--- src/rtl/arbitro_registrador.sv ---
// rtl/arbitro_registrador.sv - round-robin arbiter and write sequencer in front of a shared load-enabled register
module arbitro_registrador #(
    parameter int N_REQ = 4,
    parameter int WIDTH = 16
) (
    input  logic                     clk,
    input  logic                     rst_n,
    input  logic [N_REQ-1:0]         req,
    input  logic [N_REQ*WIDTH-1:0]   dado,
    output logic [N_REQ-1:0]         gnt,
    output logic [N_REQ-1:0]         ack,
    output logic [WIDTH-1:0]         reg_entrada,
    output logic                     reg_load,
    output logic                     ocupado,
    output logic [1:0]               dono
);

    localparam logic [1:0] OCIOSO   = 2'd0;
    localparam logic [1:0] CARREGA  = 2'd1;
    localparam logic [1:0] CONFIRMA = 2'd2;

    localparam logic [N_REQ-1:0] ONE_HOT_0 = {{(N_REQ-1){1'b0}}, 1'b1};
    localparam logic [1:0]       LAST_IDX  = 2'(N_REQ - 1);

    logic [1:0]       r_estado;
    logic [1:0]       r_prio;
    logic [1:0]       r_win;
    logic [N_REQ-1:0] r_gnt;
    logic [N_REQ-1:0] r_ack;
    logic [WIDTH-1:0] r_entrada;
    logic             r_load;
    logic             r_ocupado;
    logic [1:0]       r_dono;

    logic             w_found;
    logic [1:0]       w_win;
    logic [2:0]       w_sum;

    // Rotating-priority search: walk the order backwards so the last hit kept
    // is the first requester at or after r_prio.
    always_comb begin
        w_found = 1'b0;
        w_win   = 2'd0;
        w_sum   = 3'd0;
        for (int k = N_REQ - 1; k >= 0; k--) begin
            w_sum = {1'b0, r_prio} + 3'(k);
            if (w_sum >= 3'(N_REQ)) begin
                w_sum = w_sum - 3'(N_REQ);
            end
            if (req[w_sum[1:0]]) begin
                w_found = 1'b1;
                w_win   = w_sum[1:0];
            end
        end
    end

    // Three-phase write sequence: idle -> load the register -> acknowledge.
    always_ff @(posedge clk or negedge rst_n) begin
        if (!rst_n) begin
            r_estado  <= OCIOSO;
            r_prio    <= 2'd0;
            r_win     <= 2'd0;
            r_gnt     <= '0;
            r_ack     <= '0;
            r_entrada <= '0;
            r_load    <= 1'b0;
            r_ocupado <= 1'b0;
            r_dono    <= 2'd0;
        end else begin
            case (r_estado)
                OCIOSO: begin
                    if (w_found) begin
                        r_win     <= w_win;
                        r_entrada <= dado[int'(w_win)*WIDTH +: WIDTH];
                        r_load    <= 1'b1;
                        r_gnt     <= ONE_HOT_0 << w_win;
                        r_ocupado <= 1'b1;
                        r_estado  <= CARREGA;
                    end
                end
                CARREGA: begin
                    // The register captures r_entrada at this edge.
                    r_load    <= 1'b0;
                    r_gnt     <= '0;
                    r_ack     <= ONE_HOT_0 << r_win;
                    r_dono    <= r_win;
                    r_prio    <= (r_win == LAST_IDX) ? 2'd0 : r_win + 2'd1;
                    r_estado  <= CONFIRMA;
                end
                CONFIRMA: begin
                    r_ack     <= '0;
                    r_ocupado <= 1'b0;
                    r_estado  <= OCIOSO;
                end
                default: begin
                    r_load    <= 1'b0;
                    r_gnt     <= '0;
                    r_ack     <= '0;
                    r_ocupado <= 1'b0;
                    r_estado  <= OCIOSO;
                end
            endcase
        end
    end

    assign gnt         = r_gnt;
    assign ack         = r_ack;
    assign reg_entrada = r_entrada;
    assign reg_load    = r_load;
    assign ocupado     = r_ocupado;
    assign dono        = r_dono;

endmodule

--- config.mk ---
export PLATFORM = sky130hd
export DESIGN_NAME = arbitro_registrador
export DESIGN_NICKNAME = d
export VERILOG_FILES = /design/src/rtl/arbitro_registrador.sv
export SDC_FILE = /design/constraint.sdc
export NUM_CORES = 1
export LEC_CHECK = 0
export CAP_MARGIN = 40
export CORE_MARGIN = 10
export CORE_UTILIZATION = 39
export DETAILED_ROUTE_END_ITERATION = 16
export GPL_ROUTABILITY_DRIVEN = 0
export PLACE_DENSITY = 0.9
export SLEW_MARGIN = 5
export SYNTH_ARGS = -nofsm -noshare
export SYNTH_HDL_FRONTEND = slang
export SYNTH_SLANG_ARGS = --single-unit
--- constraint.sdc ---
create_clock -name clk -period 2.05 [get_ports clk]
set_input_delay 0.5125 -clock clk [delete_from_list [all_inputs] [get_ports clk]]
set_output_delay 0.5125 -clock clk [all_outputs]
set_load 0.1 [all_outputs]
==> impl_metrics.json <==
{
  "status": "complete, no violations",
  "synth_nets": 245,
  "synth_area_per_cell_um2": 10.7,
  "clkSinkCount": 34,
  "hold_violations": 0,
  "die_y_um": 88.6,
  "area_growth_pct": 66.8,
  "path_class": "input port to flop",
  "cpPeakStageDelay_ns": 0.45,
  "hold_ws_ns": 0.298,
  "sequential_cell_area_um2": 851,
  "finalPower_w": 0.00588,
  "setup.worst_path.end_class": "flop",
  "dieArea_mm2": 0.00785,
  "fin_crit_sh_pct": 95.4,
  "placed_area_mm2": 0.00289,
  "clk_latency_ns": 0.28,
  "r2r_end": "reg_entrada[5]$_DFFE_PN0P_",
  "vias": 1711,
  "cts_buffers": 5,
  "synth_cell_type_count": 29,
  "required_ns": 2.20,
  "ant_nets": 0,
  "yosysSeqAreaShare_pct": 46.4,
  "core-area_mm2": 0.00444,
  "netlist_area_mm2": 0.00184,
  "port_buffers": 97,
  "wl_um": 5910,
  "worstPathArrival_ns": 2.10,
  "reg2reg_slack_ns": 0.30,
  "cp_top_family": "buffers and inverters",
  "cts_tree": "built",
  "power_leakage_nw": 1.51,
  "n_fill_cell": 338,
  "top_level_ports": 98,
  "r2r-start": "r_prio[0]$_DFFE_PN0P_",
  "drt_iter0_drc": 87,
  "num-nets-final": 353,
  "grt_start_max_net_pins": 35,
  "dr.pass1.iters": 4,
  "wire_per_inst_um": 17.8,
  "ir_worst_vdd_mv": 0.980,
  "max_clock_freq_mhz": 511,
  "hpwl_um": 4610,
  "setup_viol": 0,
  "grt-ovfl-total": 0,
  "final_cells": 332,
  "crit_path_start": "req[1]",
  "final_common_cell": "clkdlybuf4s50_1",
  "drv_slew": 0,
  "min_period_ns": 1.96,
  "cts_root_buffer": "clkbuf_8",
  "drv_cap": 0,
  "grt_usage_pct": 14.4,
  "drive_gt1_share_pct": 20.7,
  "cts_hold_buf": 0,
  "final_util_pct": 68.9,
  "critPathMaxFanout": 7,
  "start_util_pct": 41.3,
  "slew_headroom_pct": 48.9,
  "final_cell_mix": "clkdlybuf4s50_1 (66), mux2i_1 (36), dfrtp_1 (34), buf_4 (34), nand2_1 (26)",
  "skew_ns": 0.00305,
  "grt_pass1_vias": 1820,
  "crit_slowest_cell": "clkdlybuf4s50_1",
  "vias_per_cell": 5.15,
  "crit_chain": "clkdlybuf4s50_1, nor2b_1, nor3_2, o22ai_4, clkbuf_16, mux2i_1, o221ai_1",
  "placementRows": 24,
  "cts_max_level": 2,
  "reg2reg_depth": 5,
  "clockBufferDepth": 2,
  "grt_pass1_wl_um": 8980,
  "cts_setup_buffers": 0,
  "n_antenna_cell": 0,
  "critPathLaunchType": "input port",
  "synth_seq_cells": 34,
  "antenna_found_initial": 0,
  "final_area_mm2": 0.00306,
  "syn_inst": 171,
  "ys_warn_count": 0,
  "clk_pin_slew_worst_paths_ns": 0.07,
  "drcViolationCount": 0,
  "worst-path-buf-inv": 2,
  "multiInputGateArea_um2": 882,
  "hold_class": "input port to asynchronous set/reset pin",
  "tightestPinTransition_ns": 0.766,
  "power.density_mw_per_mm2": 1920,
  "dp_cells": 322,
  "die_x_um": 88.6
}
## synthesized netlist by cell type (all sizes together)
cell type	count	area share, %
dfrtp	34	46
ha	4	2.7
o31ai	1	0.41
o22ai	1	0.34
buf	8	4.7
a21o	2	0.82
nand3	2	0.55
nand2b	2	0.68
clkbuf	3	0.61
a21oi	6	1.8
o221a	1	0.61
mux2i	36	20
o221ai	16	7.6
mux2	1	0.61
o21a	1	0.41
o21ai	6	1.6
o21bai	1	0.41
nor2	8	1.6
or3	2	0.68
nand2	26	5.3
nor3	1	0.27
nor2b	2	0.68
inv	7	1.4
## worst max path at each step
stage | endpoint | cells after the start
floorplan | reg_entrada[10]$_DFFE_PN0P_ | 7
global placement | reg_entrada[0]$_DFFE_PN0P_ | 7
detailed placement | reg_entrada[4]$_DFFE_PN0P_ | 7
CTS | reg_entrada[0]$_DFFE_PN0P_ | 7
global route | reg_entrada[5]$_DFFE_PN0P_ | 6
finish | reg_entrada[5]$_DFFE_PN0P_ | 7
## cell families after synthesis
logic type | after synthesis | synth area share [%]
compound gates | 35 | 14.1
fa+ha+maj | 4 | 2.73
buf+inv | 18 | 6.75
flops | 34 | 46.4
mux | 37 | 20.2
simple gates | 43 | 9.82
## flip-flops by register name (all words and copies together), names as in the netlist
register,count
reg_load,1
r_prio,2
ack,4
ocupado,1
r_win,2
r_estado,2
dono,2
reg_entrada,16
gnt,4
## metal layers
layer | up-vias | global-route usage [%] | part of all wire (%)
met1 | 792 | 16.2 | 39
met4 | 0 | 3.52 | 1.4
met2 | 78 | 24.0 | 48
met3 | 10 | 7.08 | 11
met5 | - | 0 | 0
li1 | 831 | - | -
## power breakdown
part	internal, W	total, W	leakage [nW]	switching (W)
clock	0.000339	0.000580	0.0575	0.000241
sequential	0.000993	0.00125	0.426	0.000262
combinational	0.00126	0.00405	1.03	0.00279
total	0.00260	0.00588	1.51	0.00329
## area by class of cell
type / instances / area share [%]
tap: 52 / 2.13
multi-input combinational: 119 / 28.8
timing repair buffer: 112 / 36.8
inverter: 7 / 0.858
clock buffer: 8 / 3.60
sequential: 34 / 27.8
## metrics by stage
stage                     setup TNS (ns)  worst slack (ns)
final                                  0            0.0934
after global routing            -0.00518          -0.00518
after CTS                              0           0.00891
after detailed placement           -4.49            -0.275
after global placement             -3.46            -0.210
after floorplan                        0             0.365
## repair_timing
| item | in CTS | in global routing |
|---|---|---|
| hold endpoints to repair | 0 | 0 |
| gates resized for setup | 0 | 5 |
| endpoints found under the setup margin | 0 | 18 |
Note: power is estimated with default switching activity, not from simulation.
